[config.mk]
export PLATFORM = sky130hd
export DESIGN_NAME = block_loader
export DESIGN_NICKNAME = d
export VERILOG_FILES = /design/src/rtl/block_pkg.sv /design/src/rtl/block_rom.sv /design/src/rtl/block_loader.sv
export SDC_FILE = /design/constraint.sdc
export NUM_CORES = 1
export LEC_CHECK = 0
export BUFFER_PORTS_ARGS = -buffer_cell sky130_fd_sc_hd__buf_2
export CORE_MARGIN = 1
export CORE_UTILIZATION = 55
export CTS_BUF_LIST = sky130_fd_sc_hd__clkbuf_16
export DETAILED_ROUTE_END_ITERATION = 10
export HOLD_SLACK_MARGIN = 0.03
export PLACE_DENSITY = 0.72
export SLEW_MARGIN = 15
export SYNTH_ARGS = -nofsm -noshare
export SYNTH_HDL_FRONTEND = slang
export SYNTH_SLANG_ARGS = --single-unit
[constraint.sdc]
create_clock -name Clk -period 5 [get_ports Clk]
set_input_delay 0 -clock Clk [delete_from_list [all_inputs] [get_ports Clk]]
set_output_delay 0 -clock Clk [all_outputs]
set_load 0.005 [all_outputs]
[src/rtl/block_pkg.sv]
// Shared types, sizes and the shape bitmap table for the block loader datapath.
package block_pkg;

    localparam int NUM_BLOCKS = 5;
    localparam int ROWS       = 4;
    localparam int COLS       = 4;
    localparam int QDEPTH     = 8;
    localparam int QAW        = $clog2(QDEPTH);

    typedef logic [2:0]      block_id_t;
    typedef logic [COLS-1:0] row_t;

    typedef enum logic [1:0] {IDLE, FETCH, SEND, DONE} state_t;

    // Bit COLS-1 is the leftmost cell; unused indexes 0, 6 and 7 read as empty.
    localparam row_t SHAPES [0:7][0:ROWS-1] = '{
        '{4'b0000, 4'b0000, 4'b0000, 4'b0000},
        '{4'b0110, 4'b0110, 4'b0000, 4'b0000},
        '{4'b1111, 4'b0000, 4'b0000, 4'b0000},
        '{4'b1110, 4'b0100, 4'b0000, 4'b0000},
        '{4'b1000, 4'b1000, 4'b1100, 4'b0000},
        '{4'b1100, 4'b0110, 4'b0000, 4'b0000},
        '{4'b0000, 4'b0000, 4'b0000, 4'b0000},
        '{4'b0000, 4'b0000, 4'b0000, 4'b0000}
    };

endpackage

[src/rtl/block_rom.sv]
// Synchronous shape ROM: one row bitmap per {id,row} address, one cycle of latency.
module block_rom
    import block_pkg::*;
(
    input  logic             Clk,
    input  logic [2:0]       id,
    input  logic [1:0]       row,
    output logic [COLS-1:0]  data
);

    always_ff @(posedge Clk) begin
        data <= SHAPES[id][row];
    end

endmodule

[src/rtl/block_loader.sv]
// Queues new block indexes from the sequencer and streams each shape row-by-row
// to the draw engine over a valid/ack handshake.
module block_loader
    import block_pkg::*;
(
    input  logic             Clk,
    input  logic             Reset_n,
    input  logic [2:0]       block_ready,
    output logic             shape_valid,
    input  logic             shape_ack,
    output logic [2:0]       shape_id,
    output logic [1:0]       row_idx,
    output logic [COLS-1:0]  shape_row,
    output logic             shape_last,
    output logic             all_loaded,
    output logic             overrun
);

    block_id_t        prev_idx_reg;
    block_id_t        q_mem [0:QDEPTH-1];
    logic [QAW-1:0]   wr_ptr_reg, rd_ptr_reg;
    logic [QAW:0]     count_reg;
    logic             overrun_reg;

    state_t           state_reg, state_next;
    block_id_t        cur_id_reg, cur_id_next;
    logic [1:0]       row_reg, row_next;
    logic             all_loaded_reg, all_loaded_next;
    row_t             rom_data;

    logic q_empty, q_full, push_req, push_ok, pop;

    assign q_empty  = (count_reg == '0);
    assign q_full   = (count_reg == (QAW+1)'(QDEPTH));
    assign push_req = (block_ready != prev_idx_reg) && (block_ready != 3'd0)
                      && (block_ready <= 3'(NUM_BLOCKS));
    assign pop      = (state_reg == IDLE) && !q_empty;
    // A full queue still accepts a push when an entry leaves on the same edge.
    assign push_ok  = push_req && (!q_full || pop);

    always_ff @(posedge Clk) begin
        if (push_ok) begin
            q_mem[wr_ptr_reg] <= block_ready;
        end
    end

    always_ff @(posedge Clk or negedge Reset_n) begin
        if (!Reset_n) begin
            prev_idx_reg <= '0;
            wr_ptr_reg   <= '0;
            rd_ptr_reg   <= '0;
            count_reg    <= '0;
            overrun_reg  <= 1'b0;
        end else begin
            prev_idx_reg <= block_ready;
            if (push_ok) begin
                wr_ptr_reg <= wr_ptr_reg + QAW'(1);
            end
            if (pop) begin
                rd_ptr_reg <= rd_ptr_reg + QAW'(1);
            end
            case ({push_ok, pop})
                2'b10:   count_reg <= count_reg + 1'b1;
                2'b01:   count_reg <= count_reg - 1'b1;
                default: count_reg <= count_reg;
            endcase
            if (push_req && !push_ok) begin
                overrun_reg <= 1'b1;
            end
        end
    end

    always_ff @(posedge Clk or negedge Reset_n) begin
        if (!Reset_n) begin
            state_reg      <= IDLE;
            cur_id_reg     <= '0;
            row_reg        <= '0;
            all_loaded_reg <= 1'b0;
        end else begin
            state_reg      <= state_next;
            cur_id_reg     <= cur_id_next;
            row_reg        <= row_next;
            all_loaded_reg <= all_loaded_next;
        end
    end

    always_comb begin
        state_next      = state_reg;
        cur_id_next     = cur_id_reg;
        row_next        = row_reg;
        all_loaded_next = all_loaded_reg;
        case (state_reg)
            IDLE: begin
                if (pop) begin
                    cur_id_next = q_mem[rd_ptr_reg];
                    row_next    = '0;
                    state_next  = FETCH;
                end
            end
            FETCH: state_next = SEND;
            SEND: begin
                if (shape_ack) begin
                    if (row_reg != 2'(ROWS-1)) begin
                        row_next   = row_reg + 2'd1;
                        state_next = FETCH;
                    end else if (cur_id_reg == 3'(NUM_BLOCKS)) begin
                        all_loaded_next = 1'b1;
                        state_next      = DONE;
                    end else begin
                        state_next = IDLE;
                    end
                end
            end
            DONE: begin
                // Sequencer returning to 0 marks a new round; buffered entries resume.
                if (block_ready == 3'd0) begin
                    all_loaded_next = 1'b0;
                    state_next      = IDLE;
                end
            end
            default: state_next = IDLE;
        endcase
    end

    // Address stays put through SEND, so the ROM output holds until ack.
    block_rom u_rom (
        .Clk  (Clk),
        .id   (cur_id_reg),
        .row  (row_reg),
        .data (rom_data)
    );

    assign shape_valid = (state_reg == SEND);
    assign shape_id    = shape_valid ? cur_id_reg : 3'd0;
    assign row_idx     = shape_valid ? row_reg : 2'd0;
    assign shape_row   = shape_valid ? rom_data : '0;
    assign shape_last  = shape_valid && (row_reg == 2'(ROWS-1));
    assign all_loaded  = all_loaded_reg;
    assign overrun     = overrun_reg;

endmodule

; ---- After elaboration in Yosys (flattened, before gate mapping)
; Memories as Yosys holds them, arrays and structs flattened. A register that Yosys moved wholly into a read port is not among the register bits.
; Index checks and enable logic that the tools add are counted.
[classes]
n_eq_ne = 16
n_reduce_logical = 22
order_cmp = 3
n_bitwise = 2
n_mux = 26
addsub = 5
[op_table]
columns = cell, count
row1 = two-way mux 16 bit, 2
row2 = two-way mux 2 bit, 9
row3 = two-way mux 4 bit, 3
row4 = binary-select mux 4 bit (select 2 bit), 1
row5 = == test 2 bit (second input constant), 4
row6 = != test 2 bit (second input constant), 4
row7 = one-hot mux 2 bit (4 select lines), 1
row8 = one-hot mux 4 bit (2 select lines), 1
row9 = adder 3 x 1 -> 3 bit (second input constant), 2
row10 = logical AND 1 bit, 6
row11 = two-way mux 1 bit, 6
row12 = != test 2 x 1 -> 1 bit (second input constant), 3
row13 = nonzero test 2 bit, 3
row14 = AND reduction 5 bit, 1
row15 = adder 4 x 1 -> 4 bit (second input constant), 1
row16 = == test 2 x 1 -> 1 bit (second input constant), 2
row17 = == test 4 bit (second input constant), 1
row18 = >= comparator 4 bit (second input constant), 1
row19 = logical NOT 1 bit, 4
row20 = logical NOT 4 bit, 1
row21 = NOT 3 -> 4 bit, 1
row22 = one-hot mux 2 bit (2 select lines), 1
row23 = AND reduction 4 bit, 1
row24 = subtractor 4 x 1 -> 4 bit (second input constant), 1
row25 = other kinds (14), 14
[word_totals]
in_bits = 6
rom_bits = 128
regBits = 23
wordCells = 85
ram_bits = 24
out_inout_bits = 13
memories = 2
[mem_list]
columns = name, words, width, read_ports, rd_clocked_by_memory_dff, write_ports, line_no
row1 = (no name shown), 8, 16, 1, 0, 0, block_rom.sv:12  ; data <= SHAPES[id][row];
row2 = q_mem, 8, 3, 1, 1, 1, block_loader.sv:20  ; block_id_t q_mem [0:QDEPTH-1];

; ---- Logic depth before layout (Yosys ltp)
; Gate-level depths: netlist (run 1).
[depth]
depth_word = 7
depth_mapped = 11
depth_no_buf = 11

; ---- Cells and area by module
; From an unflattened synthesis (run 1), not the netlist that was laid out.
[unflattened]
hier_cells = 178
hier_area_um2 = 2349.8
[modules_own_cells]
columns = module, seq_area_each_um2, area_each_um2, instances, cells_each
row1 = block_loader, 1271.2, 2183.3, 1, 160
row2 = block_rom, 80.1, 166.4, 1, 18

; ---- Least setup slack after synthesis (run 1)
; No wires, ideal clock.
[synth_timing]
kind = register -> register
startpoint = register prev_idx_reg[1]
endpoint = register count_reg[3]
stages_incl_launch_ff = 12
n_path_buf = 0
t_required_ns = 4.877
arrival_ns = 2.379
synth_period_minus_slack_ns = 2.502
path_slack_ns = 2.498
setup_ns = 0.123
cell_sequence = dfrtp_1 > or4b_1 > a31oi_2 > a211oi_1 > nand2b_1 > inv_1 > ha_1 > a21o_1 > a21oi_1 > nand2_1 > a2bb2oi_1 > xnor2_1
[synth_via]
elab_chain_len = 6
elab_cells_between_ends = 8
classes_between = eq/ne: 3 / mux: 1 / reduce/logical: 4
[synth_rtl]
columns = item, line_no
row1 = start: declaration, block_loader.sv:19  ; block_id_t prev_idx_reg;
row2 = start signal: assignment, block_loader.sv:55  ; prev_idx_reg <= block_ready;
row3 = != test 3 bit (*), block_loader.sv:35  ; assign push_req = (block_ready != prev_idx_reg) && (block_ready != 3'd0)
row4 = logical AND 1 bit (*), block_loader.sv:35
row5 = logical AND 1 bit (*), block_loader.sv:36  ; && (block_ready <= 3'(NUM_BLOCKS));
row6 = logical AND 1 bit (*), block_loader.sv:39  ; assign push_ok = push_req && (!q_full || pop);
row7 = == test 2 x 1 -> 1 bit / == test 2 bit (equally long branches), block_loader.sv:62  ; case ({push_ok, pop})
row8 = one-hot mux 4 bit (2 select lines) / nonzero test 2 bit (equally long branches), --
row9 = end signal: assignment, block_loader.sv:63  ; 2'b10: count_reg <= count_reg + 1'b1;
row10 = end signal: assignment, block_loader.sv:64  ; 2'b01: count_reg <= count_reg - 1'b1;
row11 = end signal: assignment, block_loader.sv:65  ; default: count_reg <= count_reg;
row12 = end: declaration, block_loader.sv:22  ; logic [QAW:0] count_reg;
; Every way passes the cells marked *; elsewhere a longest branch is shown, timed or not.
; A chain may end at the register's enable or synchronous reset.

; ---- Final worst setup path (run 1)
[layout_timing]
startpoint = input block_ready[1]
endpoint = register count_reg[3]
[layout_via]
elab_chain_len = 6
elab_cells_between_ends = 10
classes_between = order compare: 1 / eq/ne: 3 / mux: 1 / reduce/logical: 5
[layout_rtl]
columns = item, line_no
row1 = start: declaration, block_loader.sv:8  ; input logic [2:0] block_ready,
row2 = branches (longest 2 deep; another with <= comparator 3 bit), --
row3 = logical AND 1 bit (*), block_loader.sv:36
row4 = logical AND 1 bit (*), block_loader.sv:39
row5 = == test 2 x 1 -> 1 bit / == test 2 bit (equally long branches), block_loader.sv:62
row6 = one-hot mux 4 bit (2 select lines) / nonzero test 2 bit (equally long branches), --
; Mark *: on every way between the ends.

==> results of run 1 <==
==> cells in the final DEF (no fill, tap or decap), drive strengths merged, types with 2 or more instances in the layout <==
| cell | Yosys | layout |
|---|---|---|
| nor2b | 2 | 2 |
| nand4b | 2 | 2 |
| mux4 | 6 | 6 |
| inv | 8 | 9 |
| nor2 | 16 | 16 |
| o32ai | 2 | 2 |
| dfxtp | 4 | 4 |
| dfrtp | 22 | 22 |
| buf | 1 | 18 |
| xnor2 | 6 | 6 |
| nand2 | 15 | 15 |
| and2 | 10 | 10 |
| mux2 | 3 | 3 |
| ha | 5 | 5 |
| dlygate4sd3 | 0 | 4 |
| edfxtp | 24 | 24 |
| a211oi | 2 | 2 |
| or4 | 2 | 2 |
| nand2b | 6 | 6 |
| nor3 | 5 | 5 |
| nand3 | 2 | 2 |
| clkbuf | 8 | 5 |
| a31oi | 2 | 2 |
| mux2i | 4 | 4 |
| a21oi | 8 | 8 |
| a21o | 2 | 2 |
| o21ai | 11 | 11 |
==> kinds of logic after synthesis <==
family / synth area share
flops: 0.581
buf+inv: 0.0274
mux: 0.0931
fa+ha+maj: 0.0355
simple gates: 0.151
xor+xnor: 0.0264
compound gates: 0.0856
==> worst max-delay path by stage <==
stage                          from            to  slack (ns)  cells past startpoint
CTS                  block_ready[1]  count_reg[3]        2.13                     13
global placement    prev_idx_reg[1]  count_reg[3]        2.42                     11
finish               block_ready[1]  count_reg[3]        2.09                     13
floorplan           prev_idx_reg[1]  count_reg[3]        2.50                     11
global route         block_ready[1]  count_reg[3]        1.85                     13
detailed placement  prev_idx_reg[1]  count_reg[3]        2.26                     11
==> layout make-up <==
type                    instances  share of cell area
multi-input cells             124               0.343
clock buffers                   5              0.0472
inverters                       8              0.0113
well taps                      50              0.0236
clock inverters                 3              0.0156
repair buffers                 22              0.0491
flip-flops and latches         50               0.510
==> where the power goes <==
part	switching [uW]	internal (uW)
clock network	141	234
logic	252	267
registers	146	559
==> stage by stage <==
step	cell area, um^2	total power (uW)
floorplan	2320	1090
global placement	2440	1190
detailed placement	2440	1220
CTS	2650	1610
global route	2650	1710
finish	2650	1600
==> worst max-delay path, cell delays in order <==
cell and delay (ns):
dlygate4sd3_1 0.53, buf_2 0.23, or4_1 0.53, a31oi_1 0.24, a211oi_1 0.15, nand2b_1 0.24, inv_1 0.12, ha_1 0.24
a21o_1 0.19, a21oi_1 0.20, nor2_1 0.08, a2bb2oi_1 0.23, xnor2_1 0.15
==> Yosys cell counts (all sizes together) (3+ instances only) <==
master,number
mux2i,4
edfxtp,24
nor3,5
mux2,3
clkbuf,8
dfrtp,22
xnor2,6
nor2,16
dfxtp,4
nand2,15
and2,10
nand2b,6
mux4,6
o21ai,11
a21oi,8
inv,8
ha,5
==> layer usage <==
metal / track usage / routed length (um) / up-vias
met1: 0.277 / 1880 / 762
li1: - / - / 724
met5: 0 / 0 / -
met3: 0.0582 / 137 / 7
met2: 0.365 / 2160 / 32
met4: 0.0957 / 78 / 0
==> timing repair <==
item,4_1_cts,5_1_grt
hold buffers,4,0
hold endpoints to repair,25,0
buffers inserted,0,0
==> results.cfg, run 1 <==
[synth]
synth.avg_cell_area_um2 = 12.2
synth_nets = 203
synth_top_area_share = 0.310
synth-main-ff-cell = edfxtp_1
synthArstFlopShare = 0.440
netlist_instances = 191
synth.top_cells.by_area = edfxtp_1, dfrtp_1, mux4_2
syn_area_um2 = 2320
ys_warn_count = 0
ys_ff_latch = 50
synth_largest_area_cell = edfxtp_1
seq_area_frac_synth = 0.581
synth_edf_count = 24
synth_cell_types = 41

[clocking]
cts_tree = yes
post_cts_resize_count = 0
cts_made_buffers = 5
path_clk_slew_ns = 0.06
clkSinkCount = 50
clockBufferDepth = 2
cts_max_level = 2
clk_latency_ns = 0.29
cts-root-buf = clkbuf_16

[critical_path]
critPathMaxFanout = 16
cp.arrival_ns = 3.11
setup.worst_path.end_class = register
reg2reg_from = prev_idx_reg[1]
cp-start-kind = input port
r2r_end = count_reg[3]
r2r_cells = 11
cp.required_ns = 5.20
rrSetupSlack_ns = 2.16
critical_path_class = in -> reg

[floorplan]
ios = 19
start_util = 0.577
die_x_um = 67.0
num_rows = 23
die_area_um2 = 4490
core_um2 = 4030
die_h_um = 67.0

[final_layout]
diodes = 0
multiInputGateArea_um2 = 910
final_cells = 262
fillerInstances = 304
drive_above_1_share = 0.175
largest_reg_flops = 24
ff_latch_area_um2 = 1350
fin_nets = 223
post-route-util = 0.658
synthToLayoutAreaGrowth_pct = 14.0

[grt]
grtUsageTotal = 0.224
grt_pass1_vias = 1478
grt_antenna_before_repair = 0
grt_first_pass_wirelength_um = 7130
grt_max_degree = 23
grt_overflow = 0

[power_and_ir_drop]
p_leak_uw = 0.00108
ir_worst_vdd_mv = 0.329
powerDensity_nw_per_um2 = 603

[sta]
fin_crit_sh = 0.581
relSlewSlack = 0.469
tns_ns = 0
hold_ws_ns = 0.0471
rsz0062_at_grt = false
finalCriticalPeriod_ns = 2.91
worstMarginPinSlew_ns = 0.795
drv_slew = 0
worst_slack_ns = 2.09
fmax_mhz = 344
worst_clock_skew_ns = 0.00537
final-hold-violation-count = 0
final-setup-viol-count = 0

[placed_design]
pre_cts_slack_ns = 2.26
gp_congestion = 0.844
port-buffer-count = 18
hpwl_um = 2920
dp_cells = 250

[outcome]
status = complete, no violations

[worst_hold_path]
hold_class = in -> reg
min_to = all_loaded
hold_start = shape_ack
hold_path_depth = 3

[drt]
vias_per_cell = 5.82
drc_errors = 0
first_pass_iters = 4
wl_per_cell_um = 16.2
first_iter_violations = 110
ant_nets = 0
wl_um = 4250
routed-via-count = 1525

[run]
maxCapViolations = 0
Note: power is estimated with default switching activity, not from simulation.
==> run 2, diff against run 1 <==
Clock period 5 ns to 3 ns, I/O delays scaled along.
==> run 2 against run 1 <==
Effect of this change:
- flip-flop and latch count unchanged
- critical path type unchanged
- die area unchanged
- critical endpoint unchanged
- largest power group unchanged
- count of clock-buffer cells in the layout unchanged
- setup slack worse by 2.0 ns
- clock power up 67%
- total power up 68%
==> results.cfg, run 2 (synthesis results as in run 1) <==
[drt]
wl_um = 4260
ant_nets = 0
first_iter_violations = 110
vias_per_cell = 5.74
routed-via-count = 1504
drc_errors = 0
first_pass_iters = 4
wl_per_cell_um = 16.3

[critical_path]
cp-start-kind = input port
cp.required_ns = 3.20
cp.arrival_ns = 3.10
critical_path_class = in -> reg
critPathMaxFanout = 16
setup.worst_path.end_class = register

[final_layout]
postLayoutCellArea_um2 = 2670
fillerInstances = 302
synthToLayoutAreaGrowth_pct = 14.9
final_cell_mix = edfxtp_1, dfrtp_1, buf_2, nor2_1, nand2_1
diodes = 0
fin_nets = 223
drive_above_1_share = 0.189
multiInputGateArea_um2 = 927
ff_latch_area_um2 = 1350
largest_reg_flops = 24
final_common_cell = edfxtp_1

[placed_design]
placed_area_um2 = 2440
gp_congestion = 0.844
port-buffer-count = 18
hpwl_um = 2920

[sta]
relSlewSlack = 0.496
final-hold-violation-count = 0
tns_ns = 0
final-setup-viol-count = 0
fmax_mhz = 346
drv_slew = 0
finalCriticalPeriod_ns = 2.89
fin_crit_sh = 0.965
worst_clock_skew_ns = 0.00529
worstMarginPinSlew_ns = 0.755

[floorplan]
die_h_um = 67.0
num_rows = 23
ios = 19
core_um2 = 4030
die_x_um = 67.0
start_util = 0.577
die_area_um2 = 4490

[clocking]
path_clk_slew_ns = 0.06
cts_tree = yes
clkSinkCount = 50
clk_latency_ns = 0.29
postCtsSetupRepairBufs = 0
cts_max_level = 2
cts_made_buffers = 5
cts-root-buf = clkbuf_16
clockBufferDepth = 2

[power_and_ir_drop]
clockPowerShare = 0.234
p_int_uw = 1770
swShare = 0.338
switching_power_uw = 906
pwr-share-comb = 0.328
powerDensity_nw_per_um2 = 1000
p_leak_uw = 0.00109
seqPwrFrac = 0.439
ir_worst_vdd_mv = 0.530

[grt]
grtUsageTotal = 0.224
grt_pass1_vias = 1478
grt_overflow = 0
grt_max_degree = 23
grt_first_pass_wirelength_um = 7130
grt_antenna_before_repair = 0

[run]
maxCapViolations = 0

[worst_hold_path]
hold_class = in -> reg

[outcome]
status = complete, no violations
==> run 2: cell count changes in the layout (fill, tap and decap cells not counted) <==
cell / change
a21oi_1: -1
a21oi_2: +1
a31oi_1: -1
a31oi_2: +1
buf_2: -1
clkbuf_4: +1
nand2b_1: -1
nand2b_4: +1
==> run 2: worst paths after layout <==
kind / to / slack, ns / start / depth (start not counted)
setup / recovery: count_reg[3] / 0.11 / block_ready[1] / 13
hold / removal: all_loaded / 0.05 / shape_ack / 3
setup reg to reg: count_reg[3] / 0.18 / prev_idx_reg[2] / 11
hold reg to reg: overrun / 0.45 / overrun / 1
max in group asynchronous: wr_ptr_reg[2] / 2.44 / Reset_n / 2
min in group asynchronous: rd_ptr_reg[0] / 0.21 / Reset_n / 2
==> run 2: cell type report <==
type | count | share of cell area
flip-flops and latches | 50 | 0.506
inverters | 8 | 0.0112
clock buffers | 5 | 0.0469
clock inverters | 3 | 0.0155
repair buffers | 22 | 0.0497
multi-input cells | 124 | 0.347
well taps | 50 | 0.0234
==> run 2: what timing repair did <==
| action | CTS | global route |
|---|---|---|
| resized for setup | 0 | 4 |
| hold buffers | 4 | 0 |
| endpoints found under the setup margin | 0 | 1 |
| endpoints found under the hold margin | 25 | 0 |
==> run 2: worst max-delay path, stage by stage <==
cell           delay, ns
dlygate4sd3_1       0.54
clkbuf_4            0.22
or4bb_1             0.22
a31oi_2             0.09
a211oi_1            0.58
nand2b_4            0.28
inv_1               0.07
ha_1                0.28
a21o_1              0.19
a21oi_2             0.16
nor2_1              0.07
a2bb2oi_1           0.24
xnor2_1             0.16
==> run 2: power groups by stage <==
stage,registers (uW),logic [uW],clock network (uW)
after floorplan,1040,772,0
after global placement,1170,807,0
after detailed placement,1190,853,0
after CTS,1170,873,637
after global routing,1210,1000,656
final,1180,878,626
==> run 2: stage by stage <==
step | instances | hold WS, ns | total power [uW] | worst slack [ns] | util
after floorplan | 191 | -0.296 | 1820 | 0.498 | -
after global placement | 250 | -0.0111 | 1980 | 0.421 | 0.607
after detailed placement | 250 | -0.00168 | 2040 | 0.264 | 0.607
after CTS | 262 | 0.0423 | 2680 | 0.129 | 0.658
after global routing | 262 | 0.0650 | 2870 | -0.0593 | 0.663
final | 262 | 0.0507 | 2680 | 0.106 | 0.663
==> run 2: per-layer routing <==
metal  vias up  global-route usage  wire, um
met3         6              0.0582       104
li1        726                   -         -
met5         -                   0         0
met2        24               0.365      2200
met4         0              0.0957        61
met1       748               0.277      1890
==> run 3, diff against run 2 <==
Settings changed: CAP_MARGIN set to 20, SETUP_SLACK_MARGIN set to 0.3.
==> run 3 against run 2 <==
Effect of this change:
- largest cell class unchanged
- worst hold slack barely moved
- sequential power hardly changed
- combinational power up 2%
- global-route usage about the same
- via count grew 0.53%
- clock power hardly changed
- final cell count stayed put
- design area rose by 1.6%
- largest power group unchanged
==> results.cfg, run 3 (synthesis results as in run 1) <==
[outcome]
status = complete, no violations

[floorplan]
die_x_um = 67.0
num_rows = 23
die_area_um2 = 4490
core_um2 = 4030
ios = 19
start_util = 0.577
die_h_um = 67.0

[power_and_ir_drop]
pwr-share-comb = 0.332
p_int_uw = 1780
p_leak_uw = 0.00109
swShare = 0.339
switching_power_uw = 915
seqPwrFrac = 0.436
ir_worst_vdd_mv = 0.498
clockPowerShare = 0.232
powerDensity_nw_per_um2 = 994

[grt]
grtUsageTotal = 0.223
grt_overflow = 0
grt_antenna_before_repair = 0
grt_pass1_vias = 1463
grt_max_degree = 23
grt_first_pass_wirelength_um = 7090

[critical_path]
rrSetupSlack_ns = 0.32
cp.arrival_ns = 2.85
r2r_end = count_reg[3]
reg2reg_from = prev_idx_reg[0]
critPathMaxFanout = 4
setup.worst_path.start = prev_idx_reg[0]
critical_path_class = reg -> reg
crit_path_end = count_reg[3]
setup.worst_path.end_class = register
cp.required_ns = 3.17
r2r_cells = 11
cp-start-kind = register

[sta]
relSlewSlack = 0.409
rsz0062_at_grt = true
worstMarginPinSlew_ns = 0.878
tns_ns = 0
final-hold-violation-count = 0
worst_clock_skew_ns = 0.00554
finalCriticalPeriod_ns = 2.68
worst_slack_ns = 0.316
fmax_mhz = 373
fin_crit_sh = 0.895
drv_slew = 0
final-setup-viol-count = 0

[drt]
first_pass_iters = 4
drc_errors = 0
wl_per_cell_um = 16.5
first_iter_violations = 130
wl_um = 4330
ant_nets = 0
vias_per_cell = 5.77
routed-via-count = 1512

[run]
maxCapViolations = 0

[final_layout]
post-route-util = 0.673
diodes = 0
drive_above_1_share = 0.208
postLayoutCellArea_um2 = 2710
synthToLayoutAreaGrowth_pct = 16.7
final_common_cell = edfxtp_1
final_cell_mix = edfxtp_1, dfrtp_1, buf_2, nor2_1, nand2_1
fillerInstances = 291
ff_latch_area_um2 = 1350
largest_reg_flops = 24
fin_nets = 223
multiInputGateArea_um2 = 972

[clocking]
clockBufferDepth = 2
cts-root-buf = clkbuf_16
postCtsSetupRepairBufs = 0
cts_made_buffers = 5
cts_max_level = 2
cts_tree = yes
path_clk_slew_ns = 0.06
clk_latency_ns = 0.29
clkSinkCount = 50

[placed_design]
hpwl_um = 2920
port-buffer-count = 18
gp_congestion = 0.844
placed_area_um2 = 2440
pre_cts_slack_ns = 0.264

[worst_hold_path]
hold_class = in -> reg
==> run 3: changes by cell type in the layout (fill, tap and decap cells not counted) <==
cell       delta
a2111oi_2     -1
or4b_4        +1
a2bb2oi_1     -1
a211oi_2      +1
a2bb2oi_2     +1
a211oi_1      -1
a31oi_4       +2
buf_2         +1
inv_1         -1
or4b_1        -1
inv_2         +1
clkbuf_4      -1
a31oi_2       -2
a2111oi_4     +1
==> run 3: worst min-delay path by stage <==
stage	from	end	slack, ns	depth (start not counted)
floorplan	Reset_n	all_loaded	-0.30	0
global placement	Reset_n	rd_ptr_reg[0]	-0.01	1
detailed placement	Reset_n	cur_id_reg[1]	-0.002	1
CTS	shape_ack	all_loaded	0.04	3
global route	shape_ack	all_loaded	0.07	3
finish	shape_ack	all_loaded	0.05	3
==> run 3: area by class of cell <==
type,instances,share of cell area
Timing Repair Buffer,22,0.0480
Inverter,8,0.0111
Tap cell,50,0.0231
Clock buffer,5,0.0461
Sequential cell,50,0.498
Clock inverter,3,0.0152
Multi-Input combinational cell,124,0.358
==> run 3: power groups by stage <==
stage / Combinational [uW] / Clock [uW] / Sequential, uW
floorplan: 772 / 0 / 1040
global placement: 807 / 0 / 1170
detailed placement: 853 / 0 / 1190
CTS: 897 / 637 / 1170
global route: 1020 / 656 / 1210
finish: 895 / 625 / 1180
==> run 3: per-stage QoR <==
step	cells	hold slack [ns]	total power, uW
2_1_floorplan	191	-0.296	1820
3_3_place_gp	250	-0.0111	1980
3_5_place_dp	250	-0.00168	2040
4_1_cts	262	0.0423	2710
5_1_grt	262	0.0650	2880
6_report	262	0.0502	2700
==> run 3: worst max-delay path, cell delays in order, from the launching register on <==
cell and delay [ns]:
dfrtp_1 0.40, or4b_4 0.55, a31oi_4 0.26, a211oi_2 0.11, nand2b_4 0.19, inv_2 0.08
ha_1 0.22, a21o_1 0.19, a21oi_2 0.16, nand2_1 0.09, a2bb2oi_2 0.16, xnor2_1 0.16
==> run 3: layer usage <==
| metal | global-route usage | vias up | part of all wire |
|---|---|---|---|
| li1 | - | 725 | - |
| met1 | 0.281 | 759 | 0.45 |
| met2 | 0.359 | 22 | 0.51 |
| met3 | 0.0582 | 6 | 0.026 |
| met4 | 0.0984 | 0 | 0.014 |
| met5 | 0 | - | 0 |
==> run 3: what timing repair did <==
| action | in CTS | in global routing |
|---|---|---|
| hold endpoints to repair | 25 | 0 |
| gates resized for setup | 7 | 3 |
| setup endpoints to repair | 1 | 7 |
| pin swaps | 1 | 1 |
| hold buffers | 4 | 0 |
